$ cat src/rtl/bus_arbiter_pkg.sv
// Shared definitions for the two-port (fetch/data) bus arbiter: FSM state
// encoding, owner encoding and the round-robin pick helper.
package bus_arbiter_pkg;

  typedef logic [1:0] state_t;

  localparam state_t ST_IDLE = 2'd0;
  localparam state_t ST_ADDR = 2'd1;
  localparam state_t ST_DATA = 2'd2;
  localparam state_t ST_DONE = 2'd3;

  localparam logic OWN_I = 1'b0;
  localparam logic OWN_D = 1'b1;

  // On a collision the port that did not win last time gets the bus.
  function automatic logic rr_pick(input logic fetch_req, input logic data_req,
                                   input logic last_owner);
    logic pick;
    if (fetch_req && data_req) begin
      pick = (last_owner == OWN_D) ? OWN_I : OWN_D;
    end else if (data_req) begin
      pick = OWN_D;
    end else begin
      pick = OWN_I;
    end
    return pick;
  endfunction

endpackage

$ cat src/rtl/bus_arbiter.sv
// Two-port bus arbiter: instruction-fetch burst reads and data-port single
// writes / burst reads share one request/ack bus with a beat-counted read phase.
module bus_arbiter
  import bus_arbiter_pkg::*;
#(
  parameter int ADDR_W = 64,
  parameter int DATA_W = 64,
  parameter int BEATS  = 8
) (
  input  logic              clk,
  input  logic              reset,
  input  logic              i_req,
  input  logic [ADDR_W-1:0] i_addr,
  output logic              i_gnt,
  output logic              i_rvalid,
  output logic              i_done,
  input  logic              d_req,
  input  logic              d_we,
  input  logic [ADDR_W-1:0] d_addr,
  input  logic [DATA_W-1:0] d_wdata,
  output logic              d_gnt,
  output logic              d_rvalid,
  output logic              d_done,
  output logic [DATA_W-1:0] rdata,
  output logic              bus_req,
  output logic              bus_we,
  output logic [ADDR_W-1:0] bus_addr,
  output logic [DATA_W-1:0] bus_wdata,
  input  logic              bus_ack,
  input  logic              bus_rvalid,
  input  logic [DATA_W-1:0] bus_rdata,
  input  logic              bus_rlast,
  output logic              proto_err
);

  localparam int CNT_W = $clog2(BEATS);
  localparam logic [CNT_W-1:0] LAST_BEAT = CNT_W'(BEATS - 1);

  state_t            state;
  state_t            state_nxt;
  logic              owner;
  logic              last_owner;
  logic              we_q;
  logic              quiet;
  logic [ADDR_W-1:0] addr_q;
  logic [DATA_W-1:0] wdata_q;
  logic [CNT_W-1:0]  beat;
  logic              err_q;

  logic any_req;
  logic pick;
  logic grant;
  logic beat_hit;
  logic cnt_last;
  logic stray;
  logic mismatch;

  assign any_req  = i_req | d_req;
  assign pick     = rr_pick(i_req, d_req, last_owner);
  assign grant    = (state == ST_IDLE) && any_req && !reset;
  assign beat_hit = (state == ST_DATA) && bus_rvalid;
  assign cnt_last = (beat == LAST_BEAT);
  assign mismatch = beat_hit && (bus_rlast != cnt_last);
  // Leftover beats/acks of a transaction killed by reset are not errors.
  assign stray    = !quiet && ((bus_rvalid && (state != ST_DATA)) ||
                               (bus_ack && (state != ST_ADDR)));

  // Next-state decode.
  always_comb begin
    state_nxt = state;
    case (state)
      ST_IDLE: begin
        if (any_req) state_nxt = ST_ADDR;
        else         state_nxt = ST_IDLE;
      end
      ST_ADDR: begin
        if (bus_ack) state_nxt = we_q ? ST_DONE : ST_DATA;
        else         state_nxt = ST_ADDR;
      end
      ST_DATA: begin
        if (beat_hit && (bus_rlast || cnt_last)) state_nxt = ST_DONE;
        else                                     state_nxt = ST_DATA;
      end
      ST_DONE: state_nxt = ST_IDLE;
      default: state_nxt = ST_IDLE;
    endcase
  end

  // State, latched request, beat counter and sticky error.
  always_ff @(posedge clk) begin
    if (reset) begin
      state      <= ST_IDLE;
      owner      <= OWN_I;
      last_owner <= OWN_I;
      we_q       <= 1'b0;
      quiet      <= 1'b1;
      addr_q     <= '0;
      wdata_q    <= '0;
      beat       <= '0;
      err_q      <= 1'b0;
    end else begin
      state <= state_nxt;
      if (grant) begin
        owner      <= pick;
        last_owner <= pick;
        quiet      <= 1'b0;
        we_q       <= (pick == OWN_D) ? d_we : 1'b0;
        addr_q     <= (pick == OWN_D) ? d_addr : i_addr;
        wdata_q    <= (pick == OWN_D) ? d_wdata : '0;
      end
      if ((state == ST_ADDR) && bus_ack) begin
        beat <= '0;
      end else if (beat_hit) begin
        beat <= beat + 1'b1;
      end
      if (stray || mismatch) begin
        err_q <= 1'b1;
      end
    end
  end

  assign i_gnt     = grant && (pick == OWN_I);
  assign d_gnt     = grant && (pick == OWN_D);
  assign i_rvalid  = beat_hit && (owner == OWN_I);
  assign d_rvalid  = beat_hit && (owner == OWN_D);
  assign i_done    = (state == ST_DONE) && (owner == OWN_I);
  assign d_done    = (state == ST_DONE) && (owner == OWN_D);
  assign rdata     = beat_hit ? bus_rdata : '0;
  assign bus_req   = (state == ST_ADDR);
  assign bus_we    = bus_req && we_q;
  assign bus_addr  = bus_req ? addr_q : '0;
  assign bus_wdata = bus_req ? wdata_q : '0;
  assign proto_err = err_q;

endmodule

$ cat config.mk
export PLATFORM = sky130hd
export DESIGN_NAME = bus_arbiter
export DESIGN_NICKNAME = d
export VERILOG_FILES = /design/src/rtl/bus_arbiter_pkg.sv /design/src/rtl/bus_arbiter.sv
export SDC_FILE = /design/constraint.sdc
export NUM_CORES = 1
export LEC_CHECK = 0
export CAP_MARGIN = 0
export CORE_AREA = 2 2 182 184
export CTS_CLUSTER_DIAMETER = 200
export DETAILED_ROUTE_END_ITERATION = 8
export DIE_AREA = 0 0 184 186
export GPL_TIMING_DRIVEN = 0
export PLACE_DENSITY_LB_ADDON = 0.25
export SKIP_CTS_REPAIR_TIMING = 1
export SLEW_MARGIN = 20
export SYNTH_ARGS = -nofsm -noshare
export SYNTH_HDL_FRONTEND = slang
export SYNTH_SLANG_ARGS = --single-unit
$ cat constraint.sdc
create_clock -name clk -period 1.7 [get_ports clk]
set_input_delay 0.34 -clock clk [delete_from_list [all_inputs] [get_ports clk]]
set_output_delay 0.34 -clock clk [all_outputs]
set_load 0.1 [all_outputs]
---- Word level (Yosys, flattened, before mapping) ----
Index checks and enable logic that the tools add are counted.
operators by class
  add/subtract/negate cells ............... 1
  eq/ne operators ......................... 7
  multiplexer cells ....................... 14
  bitwise operators ....................... 3
  reduce and logical (&&, ||, !) cells .... 24
operators with widths
  kind                                                    number
  two-way mux 64 bit                                      5
  logical AND 1 bit                                       17
  case mux 2 bit (4 select lines)                         1
  two-way mux 1 bit                                       7
  equality test 2 bit (second input constant)             2
  adder 3 x 1 -> 3 bit (second input constant)            1
  equality test 3 bit (second input constant)             1
  logical OR 1 bit                                        3
  equality test 2 x 1 -> 1 bit (second input constant)    1
  zero test 1 bit                                         2
  zero test 2 bit                                         1
  two-way mux 2 bit                                       1
  inequality test 2 x 1 -> 1 bit (second input constant)  1
  inequality test 2 bit (second input constant)           1
  NOT 1 bit                                               2
  OR reduction 2 bit                                      1
  inequality test 1 bit                                   1
  bitwise OR 1 bit                                        1
word-level totals
  flip-flop bits (word level) ............. 137
  output and inout bits ................... 201
  logic and storage cells ................. 57

---- Depth between registers and ports, before layout ----
Gate-level depths: netlist of run 1.
  depth after elaboration ................. 5
  mapped depth ............................ 7

---- Worst setup path after synthesis of run 1 ----
No wires, ideal clock.
  path type ............................... register to output
  start point ............................. reg state[0]
  end point ............................... out bus_wdata[52]
  arrival time ............................ 2,544 ps
  slack ................................... -1,184 ps
  stages on the path, launching flop included .. 4
  path buffers ............................ 1
  path through ............................ dfxtp_1 > nor2b_1 > clkbuf_1 > and2_1
on the way
  word-level cells in the longest chain between the ends .. 2
ends and longest elaborated chain
  element                       line                source
  start, declared               bus_arbiter.sv:39   state_t state;
  start signal, assigned        bus_arbiter.sv:102  state <= state_nxt;
  equality test 2 x 1 -> 1 bit  bus_arbiter.sv:129  assign bus_req = (state == ST_ADDR);
  named net bus_req             bus_arbiter.sv:25   output logic bus_req,
  two-way mux 64 bit            bus_arbiter.sv:132  assign bus_wdata = bus_req ? wdata_q : '0;
  end, declared                 bus_arbiter.sv:28   output logic [DATA_W-1:0] bus_wdata,
The timed path passes the listed nets, and every way through them passes these cells.

---- Final worst setup path of run 1 ----
  start point ............................. reg state[0]
  end point ............................... out bus_addr[48]
on the way
  word-level cells in the longest chain between the ends .. 2
ends and longest elaborated chain
  element                       line                source
  equality test 2 x 1 -> 1 bit  bus_arbiter.sv:129
  two-way mux 64 bit            bus_arbiter.sv:131  assign bus_addr = bus_req ? addr_q : '0;
  end, declared                 bus_arbiter.sv:27   output logic [ADDR_W-1:0] bus_addr,
Every way passes these cells.

==> qor.txt, run 1 <==
Status -> finished, violations left
Failing checks -> negative setup slack
FF+latch count, synth -> 137
Post-synth cell types -> 26
Initial Util -> 18.56%
Synth Area per Inst -> 9.153 um^2
Slew @ Worst Pin -> 1.054 ns
Antenna Cells -> 0
Routed length per instance -> 19.35 um
CP Max Fanout -> 10
CP Launch Type -> flip-flop
Depth of the CTS H-tree -> 4
Die height -> 186 um
Leak pwr -> 5.849 nW
Reg-to-reg startpoint -> state[0]
GPL Wtd Cong -> 0.7700
Die width -> 184 um
Cell Count, Final, Fillers Out -> 1574
Clock latency on the worst-skew pair -> 0.43 ns
DRC -> 0
Clock Tree Root -> clkbuf_16
Pwr Density -> 790.4 nW/um^2
Placed Cells -> 1525
Gr usage total -> 16.51%
Slew headroom -> 29.64%
Final instance area -> 13930 um^2
Initial DRC count -> 341
Register area -> 2751 um^2
FILL cells -> 3090
Area of the multi-input gates -> 3442 um^2
Largest net degree at the start of global routing -> 17
PortBufs -> 464
Cell row count -> 66
DRT Wirelength -> 30460 um
Syn-to-layout area delta -> 133.0%
Critical path endpoint category -> output port
CTS Buffer Depth -> 2
Post-route ant nets -> 0
Global route overflow -> 0
Max Transition Viols Final -> 0
Synthesized Nets -> 920
Fin crit period -> 2.104 ns
Die area -> 34220 um^2
Initial antenna violation count -> 2
Placement-stage cell area -> 11620 um^2
Num ports -> 465
Sequential cell area fraction in the yosys report -> 45.89%
Post-synthesis cell area -> 5977 um^2
Share of cells above drive strength 1 -> 43.05%
CTS buffer count -> 17
DP HPWL -> 22870 um
Post-Syn Instances -> 653
CTS tree -> yes
Final setup margin -> -0.4040 ns
CP arrival -> 1.76 ns
Period utilisation layout -> 123.8%
Core area -> 32210 um^2
Hold Startpoint -> d_addr[10]
Peak supply drop -> 0.0005770 V
Reg clk slew, reported paths -> 0.07 ns
Ranking of synthesized cells by area -> dfxtp_1 46%, and2_1 20%, a22o_1 9.5%
R2R Path End -> addr_q[3]
Worst Hold End -> addr_q[10]
DRT Pass-1 Iters -> 6
Vias in the first global route -> 6801
Clock Skews -> 0.02077 ns
Nets -> 1420
Hold Fails Final Rpt -> 0
Via density -> 4.357
Unrepaired setup endpoints after global routing -> true
Max Cap Violations -> 0
Required time worst endpoint -> 1.36 ns
First-pass GRT wire length -> 41940 um
Clock sink total -> 137
Biggest area consumer among synthesized cells -> dfxtp_1
R2R cell count -> 6
Setup violators final -> 327
Highest clock rate -> 475.3 MHz
Kind of critical path -> flip-flop to output port
Hold Crit Class -> input port to flip-flop
Vias -> 6858
Hold Crit Depth -> 3
Reg2reg setup slack -> -0.16 ns
Synth top area share -> 45.89%
Warnings from Yosys -> 0
report_power, final:
part,total (W),leakage [nW],internal (W),switching (W)
logic,0.00349,4.44,0.00157,0.00192
registers,0.00360,1.12,0.00346,0.000145
clock network,0.00392,0.285,0.00225,0.00167
total,0.0110,5.85,0.00728,0.00373
critical path: stages (launching register included):
cell and delay (ns):
dfxtp_4 0.39, nor2b_4 0.17, buf_12 0.14, clkbuf_16 0.17
buf_12 0.13, and2_4 0.17, buf_12 0.17
worst max-delay path by stage:
stage / depth (start not counted) / to / start
after floorplan: 3 / bus_wdata[52] / state[0]
after global placement: 7 / d_gnt / reset
after detailed placement: 7 / d_gnt / reset
after CTS: 4 / bus_addr[7] / state[0]
after global routing: 6 / bus_wdata[37] / state[0]
final: 6 / bus_addr[48] / state[0]
cell families (layout without fill, tap and decap cells):
logic type | after synthesis | after routing | share of synthesized area [%]
AND/OR/NAND/NOR | 308 | 308 | 27.95
AO/OA/AOI/OAI | 140 | 140 | 20.45
flip-flops | 137 | 137 | 45.89
buffers and inverters | 64 | 577 | 4.940
adder cells (fa/ha/maj) | 3 | 3 | 0.6281
XOR/XNOR | 1 | 1 | 0.1466
placed cells by master (no fill, tap or decap), types with 17 or more instances in the layout:
cell type,instances
buf_2,17
dfxtp_1,134
a22oi_1,24
and2_4,159
a22o_1,65
nor2_1,44
nand2_1,56
clkbuf_16,18
buf_4,23
clkdlybuf4s50_1,263
buf_12,131
a222oi_1,40
buf_6,75
and2_2,35
metal layers:
metal | GRT usage [%] | vias to the layer above | share of wire, %
li1 | - | 3291 | -
met1 | 18.46 | 3227 | 39
met2 | 29.10 | 309 | 50
met3 | 6.750 | 27 | 9.8
met4 | 4.096 | 4 | 1.1
met5 | 0 | - | 0.089
metrics by stage:
stage	power [W]	worst slack, ns	utilization [%]	setup TNS (ns)	hold WS (ns)
2_1_floorplan	0.005466	-0.1968	-	-1.040	0.4277
3_3_place_gp	0.006682	-1.825	36.09	-378.53	0.4390
3_5_place_dp	0.006690	-1.856	36.09	-376.93	0.4424
4_1_cts	0.01070	-2.125	37.96	-399.39	0.4163
5_1_grt	0.01146	-0.4869	43.24	-122.38	0.4315
6_report	0.01101	-0.4040	43.24	-83.76	0.4466
cell usage after synthesis (all sizes together):
cell    instances
a211o           1
a21o            2
a21oi           7
a222oi         40
a22o           65
a22oi          24
and2          194
and3            3
and3b           1
buf            28
clkbuf         33
dfxtp         137
ha              3
inv             3
nand2          56
nand2b          3
nor2           47
nor2b           1
nor3            1
o32a            1
or2             2
xnor2           1
registers in the layout, indices dropped and copies added (netlist names), named ones only:
| register | flops |
|---|---|
| state | 1 |
| we_q | 1 |
| proto_err | 1 |
| wdata_q | 64 |
| quiet | 1 |
| addr_q | 64 |
| last_owner | 1 |
| beat | 3 |
cell type report:
class	count	area share, %
repair buffers	481	43.63
plain buffers	61	3.845
clock inverters	13	1.132
flip-flops and latches	137	19.76
well taps	408	3.665
inverters	3	0.08086
clock buffers	19	3.180
multi-input cells	452	24.71
Power figures use the tool's default switching activity.
==> inputs of run 2 (changes only) <==
Settings changed: CAP_MARGIN 0 to not set.
==> results of run 2 <==
No change in the layout: final DEF, timing and power equal those of run 1.
